[config.mk]
export PLATFORM = sky130hd
export DESIGN_NAME = bus_arbiter
export DESIGN_NICKNAME = d
export VERILOG_FILES = /design/src/rtl/bus_arbiter.sv
export SDC_FILE = /design/constraint.sdc
export NUM_CORES = 1
export LEC_CHECK = 0
export CELL_PAD_IN_SITES_DETAIL_PLACEMENT = 1
export CELL_PAD_IN_SITES_GLOBAL_PLACEMENT = 1
export CORE_ASPECT_RATIO = 2
export CORE_MARGIN = 2
export CORE_UTILIZATION = 29
export CTS_CLUSTER_SIZE = 12
export DETAILED_ROUTE_END_ITERATION = 16
export GPL_ROUTABILITY_DRIVEN = 0
export GPL_TIMING_DRIVEN = 1
export HOLD_SLACK_MARGIN = 0.08
export PLACE_DENSITY = 0.9
export SLEW_MARGIN = 0
export SYNTH_ARGS = -nofsm -noshare
export SYNTH_HDL_FRONTEND = slang
export SYNTH_SLANG_ARGS = --single-unit
[constraint.sdc]
create_clock -name clk -period 2.1 [get_ports clk]
set_input_delay 0.42 -clock clk [delete_from_list [all_inputs] [get_ports clk]]
set_output_delay 0.42 -clock clk [all_outputs]
set_load 0.05 [all_outputs]
[src/rtl/bus_arbiter.sv]
// ---------------------------------------------------------------------------
// bus_arbiter
//
// Shares one 32-bit memory bus between the instruction-fetch port and the
// data (load/store) port of the openmips core. A small FSM owns the bus for
// one transaction at a time, aborts a transaction that waits too long, and
// hands registered read data plus a one-cycle ack back to the requester that
// won arbitration. A stall vector freezes the pipeline while either port is
// waiting.
//
// Parameters
//   TIMEOUT  bus wait cycles before abort (0 = never abort)
//   CNT_W    wait counter width, 2**CNT_W > TIMEOUT
//
// Ports
//   clk, rst                  clock, synchronous active-high reset
//   if_req/if_addr            fetch request and address
//   if_rdata/if_ack           fetched word (registered), 1-cycle completion
//   mem_req/we/addr/wdata/sel data request (we=1 store), address, data, byte enables
//   mem_rdata/mem_ack         load data (registered), 1-cycle completion
//   bus_req/we/addr/wdata/sel shared-bus request and registered command
//   bus_ack/bus_rdata         slave completion and read data
//   bus_err                   timeout abort, pulses together with the abort ack
//   stall[5:0]                {WB, MEM, EX, ID, IF, pc} freeze vector
// ---------------------------------------------------------------------------
module bus_arbiter #(
  parameter int unsigned TIMEOUT = 255,
  parameter int unsigned CNT_W   = 8
) (
  input  logic        clk,
  input  logic        rst,

  input  logic        if_req,
  input  logic [31:0] if_addr,
  output logic [31:0] if_rdata,
  output logic        if_ack,

  input  logic        mem_req,
  input  logic        mem_we,
  input  logic [31:0] mem_addr,
  input  logic [31:0] mem_wdata,
  input  logic [3:0]  mem_sel,
  output logic [31:0] mem_rdata,
  output logic        mem_ack,

  output logic        bus_req,
  output logic        bus_we,
  output logic [31:0] bus_addr,
  output logic [31:0] bus_wdata,
  output logic [3:0]  bus_sel,
  input  logic        bus_ack,
  input  logic [31:0] bus_rdata,
  output logic        bus_err,

  output logic [5:0]  stall
);

  typedef enum logic [1:0] {
    IDLE,
    FETCH,
    DATA,
    RESP
  } state_t;

  typedef enum logic [1:0] {
    GNT_NONE,
    GNT_FETCH,
    GNT_DATA
  } grant_t;

  // Counter value on the last permitted wait cycle.
  localparam logic [CNT_W-1:0] CNT_LAST =
    (TIMEOUT == 0) ? '0 : CNT_W'(TIMEOUT - 1);

  localparam logic [5:0] STALL_DATA  = 6'b011111;
  localparam logic [5:0] STALL_FETCH = 6'b000111;

  state_t           state;
  state_t           state_nxt;
  grant_t           grant;
  grant_t           grant_nxt;
  logic [CNT_W-1:0] cnt;
  logic             abort_q;
  logic             timeout_hit;
  logic             resp_fetch;
  logic             resp_data;

  // -------------------------------------------------------------------------
  // State register
  // -------------------------------------------------------------------------
  always_ff @(posedge clk) begin
    if (rst) begin
      state <= IDLE;
      grant <= GNT_NONE;
    end else begin
      state <= state_nxt;
      grant <= grant_nxt;
    end
  end

  // -------------------------------------------------------------------------
  // Next-state logic. Data wins a tie because it belongs to the older
  // instruction. RESP always returns to IDLE so a request that is still high
  // from the finished transaction is not granted a second time.
  // -------------------------------------------------------------------------
  always_comb begin
    state_nxt   = state;
    grant_nxt   = grant;
    timeout_hit = 1'b0;
    case (state)
      IDLE: begin
        if (mem_req) begin
          state_nxt = DATA;
          grant_nxt = GNT_DATA;
        end else if (if_req) begin
          state_nxt = FETCH;
          grant_nxt = GNT_FETCH;
        end
      end
      FETCH, DATA: begin
        timeout_hit = (TIMEOUT != 0) && (cnt == CNT_LAST);
        if (bus_ack || timeout_hit) begin
          state_nxt = RESP;
        end
      end
      RESP: begin
        state_nxt = IDLE;
        grant_nxt = GNT_NONE;
      end
      default: begin
        state_nxt = IDLE;
        grant_nxt = GNT_NONE;
      end
    endcase
  end

  // -------------------------------------------------------------------------
  // Datapath: bus command latch on grant, wait counter, read-data capture.
  // An ack in the same cycle as the timeout takes priority over the abort.
  // -------------------------------------------------------------------------
  always_ff @(posedge clk) begin
    if (rst) begin
      cnt       <= '0;
      abort_q   <= 1'b0;
      bus_we    <= 1'b0;
      bus_addr  <= '0;
      bus_wdata <= '0;
      bus_sel   <= '0;
      if_rdata  <= '0;
      mem_rdata <= '0;
    end else begin
      case (state)
        IDLE: begin
          cnt     <= '0;
          abort_q <= 1'b0;
          if (mem_req) begin
            bus_addr  <= mem_addr;
            bus_we    <= mem_we;
            bus_sel   <= mem_sel;
            bus_wdata <= mem_wdata;
          end else if (if_req) begin
            bus_addr  <= if_addr;
            bus_we    <= 1'b0;
            bus_sel   <= '1;
            bus_wdata <= '0;
          end
        end
        FETCH, DATA: begin
          if (bus_ack) begin
            abort_q <= 1'b0;
            if (state == FETCH) begin
              if_rdata <= bus_rdata;
            end else if (!bus_we) begin
              mem_rdata <= bus_rdata;
            end
          end else if (timeout_hit) begin
            abort_q <= 1'b1;
            if (state == FETCH) begin
              if_rdata <= '0;
            end else begin
              mem_rdata <= '0;
            end
          end else begin
            cnt <= cnt + CNT_W'(1);
          end
        end
        RESP: begin
          abort_q <= 1'b0;
        end
        default: begin
          abort_q <= 1'b0;
        end
      endcase
    end
  end

  // -------------------------------------------------------------------------
  // Outputs. A port stops stalling in its own RESP cycle, where its ack is
  // presented; the other port keeps stalling if it is still requesting.
  // -------------------------------------------------------------------------
  always_comb begin
    resp_fetch = (state == RESP) && (grant == GNT_FETCH);
    resp_data  = (state == RESP) && (grant == GNT_DATA);

    bus_req = (state == FETCH) || (state == DATA);
    if_ack  = resp_fetch;
    mem_ack = resp_data;
    bus_err = (state == RESP) && abort_q;

    stall = '0;
    if (rst) begin
      stall = '0;
    end else if (mem_req && !resp_data) begin
      stall = STALL_DATA;
    end else if (if_req && !resp_fetch) begin
      stall = STALL_FETCH;
    end
  end

endmodule

==> results of run 1 <==
[synthesized netlist by cell type, drive strengths merged, types with 2 or more instances]
| cell | number | area share [%] |
|---|---|---|
| dfxtp | 146 | 52 |
| nor2 | 82 | 5.4 |
| a21oi | 39 | 3.4 |
| nand3 | 37 | 3.4 |
| o21ai | 36 | 3.4 |
| a211oi | 34 | 4.5 |
| a22oi | 33 | 4.4 |
| mux2i | 33 | 5.8 |
| a22o | 32 | 4.9 |
| buf | 29 | 3.0 |
| clkbuf | 28 | 1.9 |
| nand2 | 8 | 0.53 |
| nor3 | 8 | 0.71 |
| inv | 6 | 0.40 |
| ha | 5 | 1.1 |
| nand2b | 4 | 0.44 |
| o211ai | 3 | 0.40 |
| o31ai | 3 | 0.64 |
| a311oi | 2 | 0.31 |
| a31oi | 2 | 0.49 |
| and2 | 2 | 0.22 |
| and3 | 2 | 0.22 |
| nand4 | 2 | 0.49 |
| nor2b | 2 | 0.35 |
[through the flow]
step                      TNS (ps)  hold slack, ps  setup WS (ps)
after floorplan              -28.8             464          -14.4
after global placement           0             457           55.5
after detailed placement     -56.9             460          -56.9
after CTS                        0             319        0.00433
after global routing          -252             333          -85.4
final                            0             335           14.5
[power by group]
group | total, mW | internal [mW] | leakage [nW] | switching [mW]
combinational | 5.91 | 2.14 | 2.06 | 3.77
sequential | 3.70 | 3.36 | 1.19 | 0.334
clock | 3.05 | 1.86 | 0.292 | 1.19
total | 12.7 | 7.36 | 3.55 | 5.29
[metal layers]
layer / up-vias / GRT usage, %
met5: - / 0
met4: 0 / 10.9
met3: 57 / 4.20
met2: 205 / 38.6
met1: 2735 / 20.4
li1: 2672 / -
[layout make-up]
cell class,count,area (sq um)
Tap cell,259,324
Antenna cell,1,2.50
Fill cell,2168,9780
Sequential cell,146,2930
Clock inverter,14,166
Clock buffer,17,425
Timing Repair Buffer,302,3110
Multi-Input combinational cell,382,2520
Inverter,6,22.5
[kinds of logic (layout without fill, tap and decap cells)]
family | after synthesis | in the layout
AOI/OAI and AO/OA | 190 | 190
and+or+nand+nor | 153 | 153
DFF | 146 | 146
buffers and inverters | 63 | 339
muxes | 33 | 33
adders and majority gates | 5 | 5
other | 1 | 2
[state kept, by name, indices dropped and copies added (netlist names)]
name,count
bus_addr,32
mem_rdata,32
bus_sel,4
if_rdata,32
abort_q,1
bus_wdata,32
state,2
grant,2
bus_we,1
cnt,8
[worst paths after layout]
kind,start,endpoint,slack [ps],cells after the start
min,rst,bus_addr[15],340,2
min reg2reg,if_rdata[18],if_rdata[18],470,2
max,state[0],stall[0],10,5
max reg2reg,state[1],cnt[5],290,6
[worst reg2reg max path: stages (launching register included)]
cell and delay, ps:
dfxtp_2 360, inv_1 80, ha_4 340, nor2b_4 220, nand4_1 170, buf_4 200, o311a_1 320
[placed cells by master, fill, tap and decap left out, drive strengths merged, types with 32 or more instances in the layout]
master	netlist	final
clkdlybuf4s50	0	267
dfxtp	146	146
nor2	82	82
a21oi	39	39
nand3	37	37
o21ai	36	36
buf	29	35
a211oi	34	34
mux2i	33	33
a22oi	33	33
a22o	32	32
[repair_timing]
action,CTS,global route
endpoints found under the setup margin,3,5
resized for setup,2,1
pin swaps,3,1
cloned,0,0
setup buffers,4,1
==> impl_metrics.toml, run 1 <==
[status]
status = "complete, no violations"

[synthesis]
yosys_warnings = 0
synth-compound-area-share_pct = 23.5
synth-xor-area-share_pct = 0
synthCells = 591
synth-edff-count = 0
synth_fa_ha_area_share_pct = 1.10
synthesis.nets = 734
yosysUniqueCellTypes = 48
synth-simple-area-share_pct = 12.7
syn-cell-area_sq_um = 5660
synth-seq-cells = 146
ys.flop_type = "dfxtp_1"
synth_top_family_by_area = "compound AO/OA/AOI/OAI gates"
muxShareOfSynthArea_pct = 5.83
synth-seq-area-share_pct = 51.6
async_flop_share_pct = 0
avgSynthCellArea_sq_um = 9.58

[setup_path]
path_delay_family = "simple AND/OR/NAND/NOR gates"
cp.arrival_ps = 1670
critPathRequiredTime_ps = 1680
slowest_delay_ps = 360
path_class = "flop to output pin"
path_cells = "ha_4 > and3b_1 > nor3b_2 > or2_4 > buf_12"
cpMaxStageDelayCell = "dfxtp_4"
endpoint_kind = "output pin"
path_max_fanout = 4
start_kind = "flop"
worst-path-buf-inv = 1

[detailed_routing]
ant_nets = 0
vias = 5669
firstDrtPassIters = 4
route.met3.wl_um = 895
highest_layer = "met4"
wl_mm = 21.1
wl_per_cell_um = 18.7
drt_iter0_markers = 188
post-route-drc-count = 0
wl_met1_mm = 7.34
wl_met2_mm = 11.8
viasPerCell = 5.03

[placed_design]
dpl.hpwl_mm = 15.8
placed_area_sq_um = 8850
io_buffers = 279
dp_cells = 1090

[floorplan]
die_h_um = 202
die_x_um = 103
io_pins = 281
coreArea_sq_um = 19300
num_rows = 72
fp.dieArea_sq_um = 20700
start_util_pct = 29.4

[timing]
rsz0062_at_grt = "yes"
finalCritPeriodShare_pct = 99.3
finalClockSkew_ps = 12.0
relSlewSlack_pct = 60.1
post-route-min-period_ps = 2090
hold_viol = 0
setup_viol = 0
fmax_ghz = 0.480
slew_violations = 0
max_slew.worst_pin.slew_ps = 597

[power_and_ir_drop]
power_mw = 12.7
p_leak_nw = 3.55
ir_drop_mv = 0.755
p_per_area_nw_per_um2 = 1330

[layout]
nNetsFinal = 998
layoutNonFillerInstCount = 1127
syn2layout_area_growth_pct = 67.7
fin_util_pct = 49.3
finalInstanceArea_sq_um = 9500
layout-drive-gt1-share_pct = 10.0

[global_routing]
gr-total-overflow = 0
grt_pass1_vias = 6075
gr-usage-all-layers_pct = 20.6
antenna_found_initial = 1
grt_pass1_wl_mm = 32.8
grt_max_degree = 44

[clock_tree]
numCtsBuffers = 17
cts_sinks = 146
cts_max_path_buffers = 2
hold_buffers = 0
clk_pin_slew_ps = 60
h-tree-depth = 4
clk_latency_ps = 420
cts-root-buf = "clkbuf_16"
tritoncts = "yes"

[hold_path]
min_path_type = "primary input to flop"

[run]
cap_violations = 0
Power figures use the tool's default switching activity.
==> inputs of run 2 (changes only) <==
Settings changed: CORE_UTILIZATION 29 to 48, DONT_BUFFER_PORTS from default to 1, PLACE_DENSITY 0.9 to 0.93.
Clock period 2.1 ns to 2.6 ns, I/O delays scaled along.
==> run 2 against run 1 <==
Sequential power grew 23%. Die area shrank 39%. Combinational power shrank 69%. Sequential share of layout area grew 15 points. Design area shrank 33%. Sequential cell count is the same. First-iteration DRC count is the same. Worst setup slack gained 140 ps. Count of clock-buffer cells in the layout grew 2. Routed wire length shrank 21%. Utilization grew 5.3 points. Via count shrank 19%.
==> impl_metrics.toml, run 2 (synthesis gave the netlist of run 1 again) <==
[timing]
rsz0062_at_grt = "no"
finalClockSkew_ps = 8.80
timing.final.ws_setup_ps = 153
post-route-min-period_ps = 2450
slew_violations = 0
fmax_ghz = 0.409
relSlewSlack_pct = 25.8
totalNegativeSetupSlack_ps = 0
max_slew.worst_pin.slew_ps = 1110
setup_viol = 0
hold_viol = 0
finalCritPeriodShare_pct = 94.1

[power_and_ir_drop]
p_leak_nw = 2.40
p_per_area_nw_per_um2 = 1410
ir_drop_mv = 0.901
power_mw = 8.93

[detailed_routing]
ant_nets = 0
firstDrtPassIters = 5
wl_per_cell_um = 22.9
wl_mm = 16.6
viasPerCell = 6.33
drt_iter0_markers = 188
vias = 4586
post-route-drc-count = 0

[placed_design]
io_buffers = 0
dp_slack_ps = 484
dp_cells = 692
dpl.hpwl_mm = 11.7
placed_area_sq_um = 5730

[hold_path]
whs_path_depth = 1
min_path_type = "primary input to flop"

[clock_tree]
cts-root-buf = "clkbuf_16"
post_cts_resized = 0
clk_pin_slew_ps = 70
clk_latency_ps = 410
h-tree-depth = 4
numCtsBuffers = 17
tritoncts = "yes"
cts_sinks = 146
cts_max_path_buffers = 2
cts_setup_buffers = 0
hold_buffers = 0

[layout]
layoutNonFillerInstCount = 724
final_cell_mix = "dfxtp_1, nor2_1, a21oi_1, nand3_1, a211oi_1"
syn2layout_area_growth_pct = 12.0
finalInstanceArea_sq_um = 6350
nFillCells = 1282
final_common_cell = "dfxtp_1"
diodes = 0
nNetsFinal = 709
layout-drive-gt1-share_pct = 10.2

[floorplan]
io_pins = 281
start_util_pct = 48.7
die_x_um = 80.8
coreArea_sq_um = 11600
fp.dieArea_sq_um = 12700
die_h_um = 158
num_rows = 56

[setup_path]
path_max_fanout = 5
path_class = "flop to output pin"
start_kind = "flop"
reg2regPathDepth = 5
critPathRequiredTime_ps = 2080
cp.arrival_ps = 1930
endpoint_kind = "output pin"

[global_routing]
grt_max_degree = 119
gr-usage-all-layers_pct = 25.0
gr-total-overflow = 0
antenna_found_initial = 0
grt_pass1_wl_mm = 24.5
grt_pass1_vias = 4817

[run]
cap_violations = 0

[status]
status = "complete, no violations"
run 2: critical path, stage by stage, from the launching register on:
cell and delay [ps]:
dfxtp_1 410, ha_1 260, nand2_1 90, nor2_2 160
nor3_4 50, or2_2 350, buf_12 190
run 2: routing by layer:
| metal | global-route usage (%) | share of wire (%) |
|---|---|---|
| met1 | 23.5 | 33 |
| met2 | 48.2 | 57 |
| met3 | 6.39 | 7.3 |
| met4 | 11.5 | 2.7 |
| met5 | 0 | 0 |
run 2: power by group:
part / leakage (nW) / switching (mW) / internal [mW]
sequential: 1.19 / 1.85 / 2.71
clock: 0.296 / 1.00 / 1.56
combinational: 0.915 / 1.18 / 0.634
run 2: final cells by class:
type / count / area [sq um] / share of cell area, %
inverter: 6 / 22.5 / 0.355
multi-input combinational: 382 / 2480 / 39.1
clock inverter: 13 / 171 / 2.70
timing repair buffer: 13 / 123 / 1.93
clock buffer: 19 / 443 / 6.98
tap: 145 / 181 / 2.86
sequential: 146 / 2920 / 46.1
run 2: metrics by stage:
stage	hold WS [ps]	util [%]
2_1_floorplan	464	-
3_3_place_gp	481	49.3
3_5_place_dp	507	49.3
4_1_cts	162	54.6
5_1_grt	157	54.6
6_report	174	54.6
run 2: worst paths after layout:
| path | start | to | slack, ps |
|---|---|---|---|
| setup / recovery | state[0] | stall[1] | 150 |
| hold / removal | rst | bus_wdata[9] | 170 |
| setup reg to reg | state[0] | bus_wdata[4] | 440 |
| hold reg to reg | cnt[0] | cnt[0] | 540 |
==> inputs of run 3 (changes only) <==
Settings changed: SETUP_SLACK_MARGIN from default to 0.05.
==> run 3 against run 2 <==
Clock power decreased by 5%. Critical path depth did not move. Fmax up 2.0%. Register-to-register slack better by 20 ps. Sequential cell count unchanged. Design area decreased by 0.18%. Clock skew rose by 8.0 ps. Critical endpoint is now stall[2]. Largest cell class unchanged.
==> impl_metrics.toml, run 3 (synthesis gave the netlist of run 1 again) <==
[global_routing]
gr-total-overflow = 0
grt_pass1_vias = 4908
grt_pass1_wl_mm = 24.9
grt_max_degree = 119
antenna_found_initial = 0
gr-usage-all-layers_pct = 25.6

[detailed_routing]
post-route-drc-count = 0
wl_per_cell_um = 23.1
vias = 4603
ant_nets = 0
wl_mm = 16.7
firstDrtPassIters = 4
viasPerCell = 6.35
drt_iter0_markers = 231

[timing]
fmax_ghz = 0.417
finalCritPeriodShare_pct = 92.2
timing.final.ws_setup_ps = 202
totalNegativeSetupSlack_ps = 0
rsz0062_at_grt = "no"
setup_viol = 0
relSlewSlack_pct = 37.2
hold_slack_ps = 170
hold_viol = 0
slew_violations = 0
post-route-min-period_ps = 2400
max_slew.worst_pin.slew_ps = 942
finalClockSkew_ps = 16.8

[floorplan]
die_h_um = 158
start_util_pct = 48.7
io_pins = 281
coreArea_sq_um = 11600
fp.dieArea_sq_um = 12700
num_rows = 56
die_x_um = 80.8

[layout]
final_common_cell = "dfxtp_1"
syn2layout_area_growth_pct = 11.8
final_cell_mix = "dfxtp_1, nor2_1, a21oi_1, nand3_1, a211oi_1"
diodes = 0
layout-drive-gt1-share_pct = 10.3
nNetsFinal = 710

[setup_path]
endpoint_kind = "output pin"
reg2reg_slack_ps = 460
cpMaxStageDelayCell = "dfxtp_1"
cp.arrival_ps = 1880
r2r-end = "cnt[7]"
path_cells = "ha_1 > nand2_1 > nor2_4 > nor3_4 > or2_2 > buf_12"
cp-endpoint = "stall[2]"
r2r_start = "state[1]"
critPathRequiredTime_ps = 2080
cp-startpoint = "state[0]"
slowest_delay_ps = 390
path_max_fanout = 5
path_class = "flop to output pin"
start_kind = "flop"
reg2regPathDepth = 6

[run]
cap_violations = 0

[clock_tree]
cts_sinks = 146
hold_buffers = 0
h-tree-depth = 4
clk_pin_slew_ps = 60
tritoncts = "yes"
cts_max_path_buffers = 2
post_cts_resized = 0
numCtsBuffers = 17
cts-root-buf = "clkbuf_16"
cts_setup_buffers = 0
clk_latency_ps = 420

[hold_path]
whs_path_depth = 1
min_path_type = "primary input to flop"

[power_and_ir_drop]
p_leak_nw = 2.40
power_mw = 8.81
p_per_area_nw_per_um2 = 1390
ir_drop_mv = 0.785

[status]
status = "complete, no violations"

[placed_design]
io_buffers = 0
dpl.hpwl_mm = 11.8
dp_slack_ps = 495
run 3: worst max-delay path: cells and delay by family, from the launching register on:
kind                     cells  cell delay [ps]
adder cells (fa/ha/maj)      1              250
buffers and inverters        1              180
flip-flops                   1              390
AND/OR/NAND/NOR              4              640
run 3: area by class of cell:
cell class                 instances  area (sq um)
tap                              145           181
timing repair buffer              14           130
clock buffer                      19           443
fill                            1311          5300
clock inverter                    13           148
inverter                           6          22.5
multi-input combinational        382          2490
sequential                       146          2920
run 3: stage by stage:
| stage | std cells | util [%] | cell area [sq um] |
|---|---|---|---|
| after CTS | 725 | 54.5 | 6330 |
| after global routing | 725 | 54.5 | 6330 |
| after floorplan | 591 | - | 5680 |
| after global placement | 693 | 49.4 | 5740 |
| after detailed placement | 693 | 49.4 | 5740 |
| final | 725 | 54.5 | 6330 |
run 3: how the worst min path moves through the flow:
| stage | start | to | slack (ps) |
|---|---|---|---|
| final | rst | bus_wdata[3] | 170 |
| after global routing | rst | bus_wdata[3] | 150 |
| after floorplan | abort_q | abort_q | 460 |
| after CTS | rst | bus_wdata[3] | 150 |
| after global placement | cnt[0] | cnt[0] | 490 |
| after detailed placement | abort_q | abort_q | 490 |
run 3: layer usage:
layer  share of wire (%)  up-vias  global-route usage [%]  wire length [um]
li1                    -     2098                       -                 -
met1                  34     2221                    24.9              5710
met2                  55      230                    47.0              9170
met3                 6.9       54                    6.61              1160
met4                 4.1        0                    14.9               689
met5                   0        -                       0                 0
run 3: report_power, final:
part           switching [mW]  internal, mW  total, mW
Combinational            1.17         0.638       1.81
Sequential               1.85          2.71       4.56
Clock                   0.982          1.45       2.44
Total                    4.01          4.80       8.81
